<file path="config.mk">
export PLATFORM = sky130hd
export DESIGN_NAME = mem_arbiter
export DESIGN_NICKNAME = d
export VERILOG_FILES = /design/src/rtl/mem_arbiter.sv
export SDC_FILE = /design/constraint.sdc
export NUM_CORES = 1
export LEC_CHECK = 0
export CAP_MARGIN = 0
export CELL_PAD_IN_SITES_DETAIL_PLACEMENT = 0
export CELL_PAD_IN_SITES_GLOBAL_PLACEMENT = 1
export CORE_AREA = 5 5 378 380
export CTS_CLUSTER_DIAMETER = 60
export DETAILED_ROUTE_END_ITERATION = 10
export DIE_AREA = 0 0 383 385
export PLACE_DENSITY_LB_ADDON = 0.1
export SYNTH_ARGS = -nofsm -noshare
export SYNTH_HDL_FRONTEND = slang
export SYNTH_SLANG_ARGS = --single-unit
</file>
<file path="constraint.sdc">
create_clock -name clk_i -period 6.5 [get_ports clk_i]
set_clock_uncertainty 0.2 [all_clocks]
set_input_delay 0.975 -clock clk_i [delete_from_list [all_inputs] [get_ports clk_i]]
set_output_delay 0.975 -clock clk_i [all_outputs]
set_load 0.02 [all_outputs]
</file>
<file path="src/rtl/mem_arbiter.sv">
// Round-robin arbiter sharing one line-wide memory port between the icache (c0) and dcache (c1).
// One transaction in flight; responses whose address does not match the outstanding request are dropped.
module mem_arbiter #(
    parameter int ADDR_W = 32,
    parameter int LINE_W = 128
) (
    input  logic              clk_i,
    input  logic              rst_i,

    input  logic              c0_req_valid_i,
    output logic              c0_req_ready_o,
    input  logic [ADDR_W-1:0] c0_addr_i,
    input  logic              c0_we_i,
    input  logic [LINE_W-1:0] c0_data_wr_i,
    output logic              c0_rsp_valid_o,
    input  logic              c0_rsp_ready_i,
    output logic [LINE_W-1:0] c0_rsp_data_o,
    output logic [ADDR_W-1:0] c0_rsp_addr_o,

    input  logic              c1_req_valid_i,
    output logic              c1_req_ready_o,
    input  logic [ADDR_W-1:0] c1_addr_i,
    input  logic              c1_we_i,
    input  logic [LINE_W-1:0] c1_data_wr_i,
    output logic              c1_rsp_valid_o,
    input  logic              c1_rsp_ready_i,
    output logic [LINE_W-1:0] c1_rsp_data_o,
    output logic [ADDR_W-1:0] c1_rsp_addr_o,

    output logic [ADDR_W-1:0] mem_addr_o,
    output logic              mem_we_o,
    output logic [LINE_W-1:0] mem_data_wr_o,
    output logic              mem_req_valid_o,
    input  logic              mem_req_ready_i,
    input  logic              mem_rsp_valid_i,
    output logic              mem_rsp_ready_o,
    input  logic [LINE_W-1:0] mem_data_line_i,
    input  logic [ADDR_W-1:0] mem_rsp_addr_i,

    output logic              err_o
);

    typedef enum logic [1:0] {IDLE, REQ, WAIT, RSP} state_e;

    typedef struct packed {
        logic [ADDR_W-1:0] addr;
        logic              we;
        logic [LINE_W-1:0] data;
    } req_t;

    typedef struct packed {
        logic [ADDR_W-1:0] addr;
        logic [LINE_W-1:0] data;
    } rsp_t;

    state_e     state_q;
    logic       owner_q;
    logic       last_grant_q;
    logic       err_q;
    req_t       req_q;
    rsp_t       rsp_q;
    logic       mem_req_vld_q;
    logic       mem_rsp_rdy_q;
    logic [1:0] rsp_vld_q;

    logic       gnt0, gnt1;
    req_t       req_d;
    logic       own_rsp_rdy;
    logic       addr_match;

    // A tie goes to whichever requester was not served last.
    always_comb begin
        gnt0 = 1'b0;
        gnt1 = 1'b0;
        if (state_q == IDLE && !rst_i) begin
            gnt0 = c0_req_valid_i && (!c1_req_valid_i || last_grant_q);
            gnt1 = c1_req_valid_i && (!c0_req_valid_i || !last_grant_q);
        end
    end

    always_comb begin
        req_d = '0;
        if (gnt1) begin
            req_d.addr = c1_addr_i;
            req_d.we   = c1_we_i;
            req_d.data = c1_data_wr_i;
        end else begin
            req_d.addr = c0_addr_i;
            req_d.we   = c0_we_i;
            req_d.data = c0_data_wr_i;
        end
    end

    assign own_rsp_rdy = owner_q ? c1_rsp_ready_i : c0_rsp_ready_i;
    assign addr_match  = (mem_rsp_addr_i == req_q.addr);

    always_ff @(posedge clk_i) begin
        if (rst_i) begin
            state_q       <= IDLE;
            owner_q       <= 1'b0;
            last_grant_q  <= 1'b1;
            err_q         <= 1'b0;
            req_q         <= '0;
            rsp_q         <= '0;
            mem_req_vld_q <= 1'b0;
            mem_rsp_rdy_q <= 1'b0;
            rsp_vld_q     <= 2'b00;
        end else begin
            case (state_q)
                IDLE: begin
                    if (gnt0 || gnt1) begin
                        req_q         <= req_d;
                        owner_q       <= gnt1;
                        mem_req_vld_q <= 1'b1;
                        state_q       <= REQ;
                    end
                end
                REQ: begin
                    if (mem_req_ready_i) begin
                        mem_req_vld_q <= 1'b0;
                        mem_rsp_rdy_q <= 1'b1;
                        state_q       <= WAIT;
                    end
                end
                WAIT: begin
                    if (mem_rsp_valid_i) begin
                        if (addr_match) begin
                            rsp_q.addr         <= mem_rsp_addr_i;
                            rsp_q.data         <= mem_data_line_i;
                            mem_rsp_rdy_q      <= 1'b0;
                            rsp_vld_q[owner_q] <= 1'b1;
                            state_q            <= RSP;
                        end else begin
                            // Stray beat: swallow it and keep waiting for the real one.
                            err_q <= 1'b1;
                        end
                    end
                end
                RSP: begin
                    if (own_rsp_rdy) begin
                        rsp_vld_q    <= 2'b00;
                        last_grant_q <= owner_q;
                        state_q      <= IDLE;
                    end
                end
                default: state_q <= IDLE;
            endcase
        end
    end

    assign c0_req_ready_o  = gnt0;
    assign c1_req_ready_o  = gnt1;
    assign c0_rsp_valid_o  = rsp_vld_q[0];
    assign c1_rsp_valid_o  = rsp_vld_q[1];
    assign c0_rsp_data_o   = rsp_q.data;
    assign c1_rsp_data_o   = rsp_q.data;
    assign c0_rsp_addr_o   = rsp_q.addr;
    assign c1_rsp_addr_o   = rsp_q.addr;

    assign mem_addr_o      = req_q.addr;
    assign mem_we_o        = req_q.we;
    assign mem_data_wr_o   = req_q.data;
    assign mem_req_valid_o = mem_req_vld_q;
    assign mem_rsp_ready_o = mem_rsp_rdy_q;

    assign err_o           = err_q;

endmodule
</file>
==> summary.log <==
[logic_synthesis] proportion of synthesized chip area in sequential cells 45.6%
[sta] worst slew pin tran 0.997 ns
[logic_synthesis] Post-synth top cells dfxtp_1, nand2_1, nor2_1
[place] last weighted congestion value of the routability-driven placer 0.751
[place] placed wire-length estimate 73500 um
[floorplan] die width 383 um
[worst_setup_path] Crit Path Class reg2out
[global_route] number of antenna violations at the first check in global routing 51
[sta] unrepaired setup endpoints after global routing false
[sta] post-route setup TNS 0 ns
[logic_synthesis] post-synth cell types 32
[floorplan] ports placed on the boundary 978
[sta] pins over their slew limit 0
[power] leakage power total 0.0108 uW
[routing] number of vias per cell after detailed routing 3.45
[logic_synthesis] largest area contributor in the netlist dfxtp_1
[layout] Layout area overhead 90.4%
[routing] first-pass detailed-route iteration total 5
[floorplan] die area 147000 um^2
[global_route] number of global-route vias before repair 15646
[layout] total area of sequential cells 6610 um^2
[power] net switching share of the total power 31.5%
[worst_setup_path] worst stage delay on the critical path 0.74 ns
[routing] Post-Route M1 WL 34100 um
[clock_network] clock tree root buffer cell clkbuf_16
[logic_synthesis] Async SR Flop Fraction 0%
[routing] routed length per instance 21.7 um
[logic_synthesis] most repeated cell in the gate-level netlist after synthesis dfxtp_1
[sta] Final setup viols 0
[outcome] status completed
[sta] count of endpoints failing hold in the final timing report 0
[clock_network] CTS sink count 330
[global_route] wire length of the first global-routing pass 127000 um
[clock_network] CTS Buf Count 71
[floorplan] die height 385 um
[clock_network] H-tree levels 3
[routing] number of DRC violations after detailed routing 0
[power] clock network fraction of design power 46.1%
[routing] overall routed net length 94600 um
[layout] fraction of layout instances using a drive strength above 1 5.73%
[power] Reg power frac 28.7%
[floorplan] initial core utilization 10.4%
[global_route] overall fraction of global-route tracks in use 12.2%
[routing] count of nets left with antenna violations after detail routing 0
[power] power per standard cell area 313 nW/um^2
[power] Tot Pwr 8610 uW
[logic_synthesis] Synth Area per Inst 8.63 um^2
[power] combinational power share 25.3%
[global_route] overall overflow remaining after global route 0
[sta] timing-limited maximum frequency 198 MHz
[worst_setup_path] cell at the slowest stage of the critical path clkdlybuf4s50_1
[clock_network] clock latency on the worst-skew pair 0.65 ns
[sta] Final Cycle Share 77.8%
[min_path] type of the worst min-delay path reg2reg
[sta] worst slew margin relative to its limit 33.5%
[floorplan] core region area 139000 um^2
[routing] number of vias in the routed layout 15008
[layout] Final Net Count 2952
[global_route] maximum number of pins on one net before global-route repair 165
[run] maximum capacitance violations 0
[worst_setup_path] highest fanout seen on the critical path 65
[place] count of port buffers added during placement 977
[clock_network] buffer levels on the longest clock path 3
[worst_setup_path] required time at the endpoint of the critical path 5.32 ns
[logic_synthesis] Synth top area share 45.6%
[logic_synthesis] top cells by area in the synthesized netlist dfxtp_1, mux2i_1, a311oi_1
[floorplan] floorplan row count 137
[clock_network] CTS Hold Buffers Added 0
[routing] DR iter-0 viols 531
[power] maximum vdd ir drop 0.153 mV
[clock_network] Worst-path clk slew 0.04 ns
[clock_network] post-CTS repair timing setup buffer count 0
[routing] Met2 Wirelength 47900 um
[logic_synthesis] syn nets 2172
[power] Psw 2710 uW
[worst_setup_path] Crit. End Element output port
[worst_setup_path] Critical Path Start Type flop
[clock_network] TritonCTS clock tree yes
[sta] final worst path period need 5.06 ns
[worst_setup_path] crit path cell chain inv_1 > ha_1 > nor2b_1 > nand3_4 > inv_6 > clkdlybuf4s50_1
[routing] Top Metal Used met5
[logic_synthesis] leading register cell type out of synthesis dfxtp_1
[logic_synthesis] flip-flop and latch count after synthesis 330
[logic_synthesis] post-synthesis cell area 14500 um^2
[logic_synthesis] number of enable flip-flop cells after synthesis 0
[routing] met3 layer wire length in the routed design 9530 um
[logic_synthesis] post-synthesis cell count 1677
[clock_network] Resize count post-CTS 0
[power] Internal Pwr Total 5900 uW
[layout] area occupied by multi-input gates 6110 um^2
[worst_setup_path] CP Data Arrival Time 3.88 ns
[layout] count of fill cells added during filler insertion 15362
[logic_synthesis] Synth warnings 0
==> layout make-up <==
cell class / count / share of cell area, %
diodes: 29 / 0.263
clock buffers: 96 / 7.41
clock inverters: 34 / 1.91
inverters: 7 / 0.114
multi-input cells: 1055 / 22.2
flip-flops and latches: 330 / 24.0
well taps: 1807 / 8.21
repair buffers: 992 / 36.0
==> state kept, by name, indices dropped and copies added (netlist names) <==
register         count
c0_rsp_data_o      128
mem_we_o             1
mem_rsp_ready_o      1
rsp_vld_q            2
last_grant_q         1
mem_addr_o          32
state_q              2
err_o                1
c0_rsp_addr_o       32
owner_q              1
mem_req_valid_o      1
mem_data_wr_o      128
==> critical path, delay by kind of cell (launching register included) <==
family	cells	cell delay, ns
adders and majority gates	1	0.36
buffers and inverters	3	1.59
DFF	1	0.32
and+or+nand+nor	2	0.94
==> logic make-up after synthesis <==
family / synth area share (%)
AO/OA/AOI/OAI: 10.6
AND/OR/NAND/NOR: 17.9
multiplexers: 11.1
adder cells (fa/ha/maj): 0.432
buffers and inverters: 12.3
XOR/XNOR: 1.94
flip-flops: 45.6
==> path summary, 6_finish.rpt <==
check	from	slack, ns	depth (start not counted)	to
max	state_q[0]	1.44	6	c1_req_ready_o
min	mem_rsp_ready_o	0.28	2	mem_rsp_ready_o
max reg2reg	state_q[0]	2.36	8	mem_data_wr_o[44]
min reg2reg	mem_rsp_ready_o	0.28	2	mem_rsp_ready_o
==> power groups by stage <==
stage	logic, uW	registers [uW]	clock network [uW]
after floorplan	731	2760	0
after global placement	2240	2510	0
after detailed placement	2240	2510	0
after CTS	2250	2480	4170
after global routing	2380	2500	4230
final	2180	2470	3970
==> per-layer routing <==
| metal | track usage [%] | vias to the layer above |
|---|---|---|
| li1 | - | 7155 |
| met1 | 12.5 | 7038 |
| met2 | 21.6 | 625 |
| met3 | 6.03 | 156 |
| met4 | 4.69 | 34 |
| met5 | 0 | - |
==> metrics by stage <==
step	setup WS, ns	cell area [um^2]	instances	hold WS, ns	utilization (%)
6_report	1.44	27600	4350	0.277	19.8
5_1_grt	1.04	27500	4340	0.308	19.8
4_1_cts	1.11	27500	4321	0.282	19.8
3_5_place_dp	1.47	24900	4191	0.274	17.9
3_3_place_gp	1.44	24900	4191	0.264	17.9
2_1_floorplan	3.45	14500	1677	0.287	-
==> placed cells by master (no fill, tap or decap), types with 8 or more instances in the layout <==
master             n
clkdlybuf4s50_1  976
dfxtp_1          330
nand2_1          329
nor2_1           328
a311oi_1         161
mux2i_1          161
clkbuf_16         72
xnor2_1           32
diode_2           29
clkbuf_8          15
buf_4             14
bufinv_16         11
clkinv_2           9
clkbuf_1           9
nand4_1            8
Note: power is estimated with default switching activity, not from simulation.
